File: config.mk
export PLATFORM = sky130hd
export DESIGN_NAME = score_display_scanner
export DESIGN_NICKNAME = d
export VERILOG_FILES = /design/src/rtl/score_display_scanner.sv
export SDC_FILE = /design/constraint.sdc
export NUM_CORES = 1
export LEC_CHECK = 0
export CELL_PAD_IN_SITES_DETAIL_PLACEMENT = 0
export CELL_PAD_IN_SITES_GLOBAL_PLACEMENT = 1
export CORE_MARGIN = 10
export CORE_UTILIZATION = 51
export DETAILED_ROUTE_END_ITERATION = 8
export PLACE_DENSITY_LB_ADDON = 0.1
export SLEW_MARGIN = 5
export SYNTH_ARGS = -nofsm -noshare
export SYNTH_HDL_FRONTEND = slang
export SYNTH_SLANG_ARGS = --single-unit
File: constraint.sdc
create_clock -name clk -period 5.48 [get_ports clk]
set_input_delay 1.644 -clock clk [delete_from_list [all_inputs] [get_ports clk]]
set_output_delay 1.644 -clock clk [all_outputs]
set_load 0.02 [all_outputs]
File: src/rtl/score_display_scanner.sv
// Score display scanner: binary-to-BCD double-dabble plus 8-digit scan.
// Optional LEADING_ZERO_BLANK_EN macro blanks leading zero digits.
module score_display_scanner #(
    parameter int SCAN_DIV   = 100000,
    parameter int NUM_DIGITS = 8
) (
    input  logic        clk,
    input  logic        resetn,
    input  logic [26:0] value,
    input  logic        load,
    output logic        ready,
    output logic        done,
    output logic [3:0]  digit_data,
    output logic [2:0]  display_select
);

    localparam int PW = (SCAN_DIV > 2) ? $clog2(SCAN_DIV) : 1;
    localparam logic [PW-1:0] PRESC_LAST = PW'(SCAN_DIV - 1);
    localparam logic [2:0]    SEL_LAST   = 3'(NUM_DIGITS - 1);
    localparam logic [26:0]   MAX_VAL    = 27'd99_999_999;

    typedef enum logic [1:0] {
        S_IDLE,
        S_CONV,
        S_COMMIT
    } state_e;

    state_e         state_q, state_d;
    logic [26:0]    bin_q, bin_d;
    logic [31:0]    bcd_q, bcd_d;
    logic [4:0]     iter_q, iter_d;
    logic [31:0]    disp_q, disp_d;
    logic           done_q, done_d;
    logic [PW-1:0]  presc_q, presc_d;
    logic [2:0]     sel_q, sel_d;
    logic [31:0]    adj;
    logic [3:0]     digit;

    always_ff @(posedge clk or negedge resetn) begin
        if (!resetn) begin
            state_q <= S_IDLE;
            bin_q   <= '0;
            bcd_q   <= '0;
            iter_q  <= '0;
            disp_q  <= '0;
            done_q  <= 1'b0;
            presc_q <= '0;
            sel_q   <= '0;
        end else begin
            state_q <= state_d;
            bin_q   <= bin_d;
            bcd_q   <= bcd_d;
            iter_q  <= iter_d;
            disp_q  <= disp_d;
            done_q  <= done_d;
            presc_q <= presc_d;
            sel_q   <= sel_d;
        end
    end

    // Add-3 correction applied before each shift
    always_comb begin
        adj = bcd_q;
        for (int i = 0; i < 8; i++) begin
            if (bcd_q[4*i +: 4] >= 4'd5) begin
                adj[4*i +: 4] = bcd_q[4*i +: 4] + 4'd3;
            end
        end
    end

    always_comb begin
        state_d = state_q;
        bin_d   = bin_q;
        bcd_d   = bcd_q;
        iter_d  = iter_q;
        disp_d  = disp_q;
        done_d  = 1'b0;
        unique case (state_q)
            S_IDLE: begin
                if (load) begin
                    bin_d   = (value > MAX_VAL) ? MAX_VAL : value;
                    bcd_d   = '0;
                    iter_d  = '0;
                    state_d = S_CONV;
                end
            end
            S_CONV: begin
                {bcd_d, bin_d} = {adj[30:0], bin_q, 1'b0};
                iter_d = iter_q + 5'd1;
                if (iter_q == 5'd26) begin
                    state_d = S_COMMIT;
                end
            end
            S_COMMIT: begin
                disp_d  = bcd_q;
                done_d  = 1'b1;
                state_d = S_IDLE;
            end
            default: state_d = S_IDLE;
        endcase
    end

    always_comb begin
        presc_d = presc_q + PW'(1);
        sel_d   = sel_q;
        if (presc_q == PRESC_LAST) begin
            presc_d = '0;
            sel_d   = (sel_q == SEL_LAST) ? 3'd0 : sel_q + 3'd1;
        end
    end

    assign digit = disp_q[{sel_q, 2'b00} +: 4];

`ifdef LEADING_ZERO_BLANK_EN
    logic [7:0] tail_zero;
    logic       run_zero;

    // tail_zero[i]: digits i..NUM_DIGITS-1 of the buffer are all zero
    always_comb begin
        tail_zero = '0;
        run_zero  = 1'b1;
        for (int i = 7; i >= 0; i--) begin
            if (i < NUM_DIGITS) begin
                run_zero = run_zero & (disp_q[4*i +: 4] == 4'd0);
            end
            tail_zero[i] = run_zero;
        end
    end

    assign digit_data = ((sel_q != 3'd0) && tail_zero[sel_q]) ? 4'hF : digit;
`else
    assign digit_data = digit;
`endif

    assign ready          = (state_q == S_IDLE);
    assign done           = done_q;
    assign display_select = sel_q;

endmodule

# Word level (Yosys, flattened, before mapping)
# Cells that the tools add are included.
[word_totals] register_bits=119 in_bits=30 out_inout_bits=9 wordCells=61
[op_classes] addsub=11 order_cmp=9 n_eq_ne=7 shift=1 muxes=21 reduce_logical=4
[ops] op="32-bit case mux with 2 select lines" n=1
[ops] op="27-bit two-way mux" n=2
[ops] op="27-bit case mux with 2 select lines" n=1
[ops] op="4-bit by 3-bit greater-or-equal comparator with 1-bit output (second input constant)" n=8
[ops] op="32-bit two-way mux" n=1
[ops] op="32-bit by 6-bit indexed part select with 4-bit output" n=1
[ops] op="4-bit by 2-bit adder with 4-bit output (second input constant)" n=7
[ops] op="4-bit two-way mux" n=7
[ops] op="27-bit > comparator (second input constant)" n=1
[ops] op="17-bit by 1-bit adder with 17-bit output (second input constant)" n=1
[ops] op="17-bit equality test (second input constant)" n=1
[ops] op="17-bit two-way mux" n=1
[ops] op="5-bit case mux with 2 select lines" n=1
[ops] op="3-bit two-way mux" n=2
[ops] op="5-bit by 1-bit adder with 5-bit output (second input constant)" n=1
[ops] op="5-bit equality test (second input constant)" n=1
[ops] op="5-bit two-way mux" n=1
[ops] op="2-bit two-way mux" n=2
[ops] op="2-bit inequality test (second input constant)" n=2
[ops] op="2-bit case mux with 2 select lines" n=1
[ops] op="2-bit AND reduction" n=2
[ops] op="3-bit by 1-bit adder with 3-bit output (second input constant)" n=1
[ops] op="3-bit by 2-bit adder with 3-bit output (second input constant)" n=1
[ops] op="3-bit equality test (second input constant)" n=1
[ops] op="5 further kinds" n=5

# Longest topological paths before layout
# Gate-level depths: netlist (run 1).
[logic_depth] word_depth=4 ltp_mapped=7

# Worst setup path after synthesis (run 1)
# OpenSTA, ideal clock, no wires.
[synth_path] kind="reg-to-output" start="register sel_q[0], in the netlist display_select[0]" end="output digit_data[0]" arrival_ps=1597 required_time_ps=3836 slack_ps=2239 stages_incl_launch_ff=4 n_path_buf=1 path_cell_list="dfrtp_1 -> buf_2 -> mux4_2 -> mux2_2"
[synth_between] elab_chain_cells=1
[synth_lines] element="start, declared" line_no="35" text="logic [2:0] sel_q, sel_d;"
[synth_lines] element="start signal, assigned" line_no="57" text="sel_q <= sel_d;"
[synth_lines] element="32-bit by 6-bit indexed part select with 4-bit output" line_no="112" text="assign digit = disp_q[{sel_q, 2'b00} +: 4];"
[synth_lines] element="end, declared" line_no="13" text="output logic [3:0] digit_data,"
# Every way passes these cells.

# Worst setup path in the final report (run 1)
[layout_path] start="register sel_q[0], in the netlist display_select[0]" end="output digit_data[3]"
# The elaborated chain is that of the path after synthesis.

==> results.md, run 1 <==
* Outcome: complete, no violations
* RSZ-0062 raised after global routing: false
* Clock-pin slew on the worst setup and hold paths at 0.05 ns
* PnR Total Power at 0.00355 W
* FF-to-FF End: bin_q[17]$_DFFE_PN0P_
* Final Setup Violations at 0
* Synth area leader: dfrtp_1
* Area growth syn-to-layout at 16.0%
* Vias per cell at 5.78
* Post-CTS Setup Inserts at 0
* CTS Hold Bufs at 0
* Clock Skew at 0.00655 ns
* Final cycle utilization of the critical path at 76.5%
* Syn_area_per_cell at 11.0 um^2
* GRT Resource Usage Total at 16.1%
* Post-synth top cells: dfrtp_1, o21ai_0, nand2_1
* Unique masters post-synth at 47
* Hold Crit Start: disp_q[21]$_DFFE_PN0P_
* Hold Fails Final Rpt at 0
* Syn_nets at 570
* # fillers at 909
* Fin. max-slew vios at 0
* PortBufs at 38
* Setup TNS Final at 0 ns
* Num CTS Buffers at 17
* Via count at 4045
* Horiz. Die Dim at 126 um
* Max cap viols at 0
* Yosys warns at 0
* Top FF cell, synth: dfrtp_1
* Register Area at 2980 um^2
* Initial Utilization at 52.4%
* Largest buffer count on any clock path at 2
* Die area at 15900 um^2
* Critical Path End Type: output port
* CTS Sinks at 119
* Worst skew pair latency at 0.41 ns
* H-tree depth at 4
* CP max stage delay at 0.72 ns
* Num ports at 39
* Headroom to the max-slew limit at 26.8%
* Util after Layout at 60.8%
* DIE HEIGHT at 126 um
* Placed wire-length estimate at 8380 um
* Worst EP required at 3.84 ns
* Hold path depth at 2
* Hold path endpoint: disp_q[21]$_DFFE_PN0P_
* WL final at 12200 um
* Worst slack, placed at 1.68 ns
* Synth async-reset ratio at 100%
* Placed Cells at 676
* Worst r2r path cells at 5
* NumNets Final at 606
* Crit-path cells: mux4_2 > mux2_2 > clkdlybuf4s50_1
* Number of remaining DRC errors at 0
* CTS root buf: clkbuf_16
* Vias in the first global route at 4161
* Setup crit start kind: flip-flop
* Least-Margin Pin Slew at 1.10 ns
* Critical path class: flip-flop to output port
* Initial DRC count at 259
* Crit-path slowest cell: dfrtp_1
* Area contributors post-synth: dfrtp_1, ha_1, o21ai_0
* First-pass GRT wire length at 21000 um
* Initial antenna violation count at 0
* Post-synth EDFFs at 0
* Power Dens Cells at 534 nW/um^2
* Non-Filler Instances at 700
* Arrival @ worst endpoint at 2.55 ns
* Std-Cell Rows at 38
* Setup WS post-layout at 1.29 ns
* Worst-path fanout max at 12
* FF-to-FF Start: state_q[0]$_DFFE_PN0P_
* TritonRoute pass-1 iters at 4
* Total gr overflow at 0
* CTS tree: done
* Mapped cell area at 5730 um^2
* Cells after Synth at 519
* Avg WL per Cell at 17.5 um
* Leakage power total at 2.94 nW
* Area of the multi-input gates at 2520 um^2
* Largest net degree at the start of global routing at 50
* Worst Hold Class: flip-flop to flip-flop
* Worst reg2reg setup slack at 3.40 ns
* Post-CTS Resized at 0
* Share of the yosys chip area belonging to registers at 52.0%
* Detail Route Antenna Nets at 0
* Yosys reg bits at 119
* Peak supply drop at 317 uV
* GPL Wtd Cong at 0.749
* Crit path time final at 4.19 ns
* Top-area cell type share of the netlist area at 52.0%
* FMAX at 0.238 GHz
* Count leader, synth: dfrtp_1
* # diodes at 0
* Core area at 10900 um^2
* Layout cells sized above 1 at 12.1%
state kept, by name (all words and copies together) (netlist names):
signal,count
disp_q,32
iter_q,5
presc_q,17
bcd_q,32
done,1
display_select,3
state_q,2
bin_q,27
placed cells by master, fill, tap and decap left out, types with 8 or more instances in the layout:
cell type        Yosys  layout
dfrtp_1            119     119
o21ai_0             48      48
nand2_1             47      47
clkdlybuf4s50_1      0      37
a21oi_1             26      26
nor2_1              27      26
mux2_2              21      21
ha_1                21      21
inv_1               19      19
clkbuf_16            0      17
xnor2_1             16      16
o22ai_1             15      15
xor2_1              13      13
nand2b_1            13      13
a22oi_1             11      11
o31ai_1              9       9
nand3_1              9       9
a32o_1               8       8
a22o_1               8       8
nor3_1               8       8
mux4_2               8       8
buf_4                2       8
cell families (layout without fill, tap and decap cells):
family / after synthesis / after routing / share of synthesized area (%)
muxes: 32 / 32 / 7.97
DFF: 119 / 119 / 52.0
buffers and inverters: 47 / 88 / 4.10
AOI/OAI and AO/OA: 144 / 144 / 16.2
xor gates and xnor gates: 29 / 29 / 4.43
and+or+nand+nor: 127 / 127 / 10.8
adders and majority gates: 21 / 21 / 4.58
routing by layer:
metal / vias up / global-route usage, % / wire length [um]
met1: 2018 / 21.9 / 6130
met5: - / 0 / 0
met3: 15 / 4.91 / 454
met2: 72 / 23.5 / 5470
li1: 1940 / - / -
met4: 0 / 6.30 / 169
how the worst max path moves through the flow:
| stage | from | endpoint | slack, ns | cells past startpoint |
|---|---|---|---|---|
| after floorplan | display_select[0]$_DFFE_PN0N_ | digit_data[0] | 2.24 | 3 |
| after global placement | display_select[0]$_DFFE_PN0N_ | digit_data[2] | 1.74 | 3 |
| after detailed placement | display_select[0]$_DFFE_PN0N_ | digit_data[3] | 1.68 | 3 |
| after CTS | display_select[0]$_DFFE_PN0N_ | digit_data[3] | 1.23 | 3 |
| after global routing | display_select[0]$_DFFE_PN0N_ | digit_data[1] | 1.15 | 3 |
| final | display_select[0]$_DFFE_PN0N_ | digit_data[3] | 1.29 | 3 |
through the flow:
step	hold slack, ns	cell area [um^2]
after global routing	0.514	6650
after CTS	0.484	6650
after detailed placement	0.471	6180
final	0.481	6650
after global placement	0.471	6180
after floorplan	0.445	5730
report_power, final:
part | switching, W | internal, W | leakage [nW] | total (W)
logic | 0.000617 | 0.000553 | 1.21 | 0.00117
registers | 0.000252 | 0.00121 | 1.50 | 0.00146
clock network | 0.000340 | 0.000578 | 0.230 | 0.000918
worst max-delay path: cells and delay by family, from the launching register on:
kind | cells | cell delay [ns]
buffers and inverters | 1 | 0.54
DFF | 1 | 0.72
muxes | 2 | 0.88
area by class of cell:
type / instances / area share (%)
clock buffers: 24 / 7.09
inverters: 19 / 1.07
multi-input cells: 353 / 37.9
flip-flops and latches: 119 / 44.8
well taps: 140 / 2.63
repair buffers: 45 / 6.47
Note: power is estimated with default switching activity, not from simulation.
==> run 2, diff against run 1 <==
--- a/config.mk
+++ b/config.mk
@@ -8,7 +8,7 @@
 export CELL_PAD_IN_SITES_DETAIL_PLACEMENT = 0
 export CELL_PAD_IN_SITES_GLOBAL_PLACEMENT = 1
 export CORE_MARGIN = 10
-export CORE_UTILIZATION = 51
+export CORE_UTILIZATION = 43
 export DETAILED_ROUTE_END_ITERATION = 8
 export PLACE_DENSITY_LB_ADDON = 0.1
 export SLEW_MARGIN = 5
==> constraint.sdc (replaced) <==
create_clock -name clk -period 3.4 [get_ports clk]
set_input_delay 1.02 -clock clk [delete_from_list [all_inputs] [get_ports clk]]
set_output_delay 1.02 -clock clk [all_outputs]
set_load 0.02 [all_outputs]
==> run 2 against run 1 <==
Via count grew 0.17%; core utilization shrank 8.3 points; count of clock-buffer cells in the layout shrank 2; sequential share of layout area shrank 1.6 points; non-clock buffer count grew 5; die area grew 16%; combinational power grew 61%; critical path type unchanged; largest cell class unchanged; largest power group unchanged.
==> results.md, run 2 (synthesized netlist as in run 1, its figures left out) <==
* Outcome: complete, no violations
* Most frequent cells in the layout: dfrtp_1, o21ai_0, nand2_1
* Met1 Usage GRT at 19.3%
* Crit-path slowest cell: clkdlybuf4s50_1
* NumNets Final at 611
* Peak supply drop at 395 uV
* Std-Cell Rows at 42
* GRT Resource Usage Total at 14.1%
* Initial antenna violation count at 0
* Seq pwr share at 38.5%
* Part of the power in the clock network at 30.7%
* Die area at 18300 um^2
* Num CTS Buffers at 17
* Vias in the first global route at 4097
* FMAX at 0.303 GHz
* Worst-path fanout max at 11
* Largest net degree at the start of global routing at 51
* Buf+Inv Stages, Crit Path at 1
* Hold Fails Final Rpt at 0
* Grt met3 use at 4.86%
* CTS Sinks at 119
* Placed wire-length estimate at 8470 um
* Vias per cell at 5.42
* CTS tree: done
* Initial DRC count at 220
* Setup TNS Final at 0 ns
* Critical Path End Type: output port
* Headroom to the max-slew limit at 58.0%
* # fillers at 1204
* Power Internal at 0.00413 W
* FF-to-FF Start: state_q[1]$_DFFE_PN0P_
* Worst r2r path cells at 4
* H-tree depth at 4
* CP Capture Point: digit_data[2]
* CTS root buf: clkbuf_16
* CP startpoint: display_select[0]$_DFFE_PN0N_
* Leakage power total at 3.04 nW
* Largest regs: bcd_q x32, disp_q x32, bin_q x27
* Total gr overflow at 0
* Horiz. Die Dim at 135 um
* CP max stage delay at 0.54 ns
* Avg WL per Cell at 16.1 um
* Initial Utilization at 43.6%
* Max cap viols at 0
* Worst skew pair latency at 0.41 ns
* # diodes at 0
* Largest buffer count on any clock path at 2
* Via count at 4052
* FF-to-FF End: bcd_q[7]$_DFFE_PN0P_
* GR peak layer: met2
* Worst Hold Class: flip-flop to flip-flop
* PortBufs at 38
* Num ports at 39
* WL final at 12100 um
* Core area at 13100 um^2
* Crit path time final at 3.30 ns
* PnR Total Power at 0.00611 W
* Crit-path cells: mux4_2 > mux2_2 > clkdlybuf4s50_1
* TritonRoute pass-1 iters at 6
* GPL Wtd Cong at 0.779
* Switching share of total power at 32.4%
* Critical path class: flip-flop to output port
* Commonest non-fill, non-tap cell in the layout: dfrtp_1
* Final cycle utilization of the critical path at 97.1%
* CTS Hold Bufs at 0
* Final Setup Violations at 0
* Arrival @ worst endpoint at 2.28 ns
* Critical path depth in cells at 3
* Worst EP required at 2.38 ns
* Setup crit start kind: flip-flop
* First-pass GRT wire length at 20800 um
* Number of remaining DRC errors at 0
* Critical path's top delay family: multiplexers
* Hold Crit Start: disp_q[12]$_DFFE_PN0P_
* Clock-pin slew on the worst setup and hold paths at 0.05 ns
* Met2 usage at 20.4%
* Power Dens Cells at 885 nW/um^2
* DIE HEIGHT at 135 um
* Clock Skew at 0.00661 ns
* Least-Margin Pin Slew at 0.630 ns
* Worst reg2reg setup slack at 1.58 ns
* RSZ-0062 raised after global routing: false
* Detail Route Antenna Nets at 0
* Fin. max-slew vios at 0
* NetSw at 0.00198 W
* Area growth syn-to-layout at 20.4%
* Combinational power share at 30.9%
* Layout cells sized above 1 at 14.7%
==> run 2: cell count changes in the layout (fill, tap and decap cells not counted), sizes merged <==
cell,before,now
bufinv,0,4
clkinvlp,0,1
clkbuf,24,22
clkinv,0,4
buf,8,13
==> run 2: final cells by class <==
class                           count  area, um^2  area share [%]
Inverter                           19        71.3            1.03
Clock inverter                      9         148            2.14
Timing Repair Buffer               50         480            6.96
Tap cell                          176         220            3.19
Sequential cell                   119        2980            43.2
Multi-Input combinational cell    353        2520            36.6
Clock buffer                       22         474            6.87
==> run 2: power by group through the flow <==
stage	Combinational, W	Sequential, W	Clock, W
detailed placement	0.00190	0.00237	0
CTS	0.00191	0.00235	0.00191
floorplan	0.00151	0.00222	0
global route	0.00214	0.00243	0.00198
global placement	0.00185	0.00238	0
finish	0.00188	0.00235	0.00187
==> run 2: timing repair <==
action | 4_1_cts | 5_1_grt
setup endpoints to repair | 4 | 4
pin swaps | 0 | 0
buffers inserted | 0 | 1
resized for setup | 1 | 1
==> run 2: through the flow <==
stage | setup slack, ns | utilization, % | hold WS (ns) | instance area, um^2 | cells
2_1_floorplan | 0.783 | - | 0.445 | 5730 | 519
3_3_place_gp | 0.321 | 47.7 | 0.467 | 6270 | 716
3_5_place_dp | 0.261 | 47.7 | 0.470 | 6270 | 716
4_1_cts | 0.00350 | 52.4 | 0.482 | 6890 | 747
5_1_grt | 0.000347 | 52.5 | 0.497 | 6900 | 748
6_report | 0.0997 | 52.5 | 0.477 | 6900 | 748
==> run 2: worst min-delay path, stage by stage, from the launching register on <==
cell and delay, ns:
dfrtp_1 0.34, nand2_1 0.05, o21ai_0 0.06
==> run 2: per-layer routing <==
layer	routed length, um	part of all wire, %	vias to the layer above
met4	123	1.0	0
met5	0	0	-
met3	502	4.2	10
met1	6080	50	2009
met2	5370	44	70
li1	-	-	1963
==> run 2: worst min path at each step <==
stage,depth (start not counted),slack [ns],endpoint
after floorplan,2,0.44,disp_q[24]$_DFFE_PN0P_
after global placement,2,0.47,disp_q[12]$_DFFE_PN0P_
after detailed placement,2,0.47,disp_q[12]$_DFFE_PN0P_
after CTS,2,0.48,disp_q[12]$_DFFE_PN0P_
after global routing,2,0.50,disp_q[12]$_DFFE_PN0P_
final,2,0.48,disp_q[12]$_DFFE_PN0P_
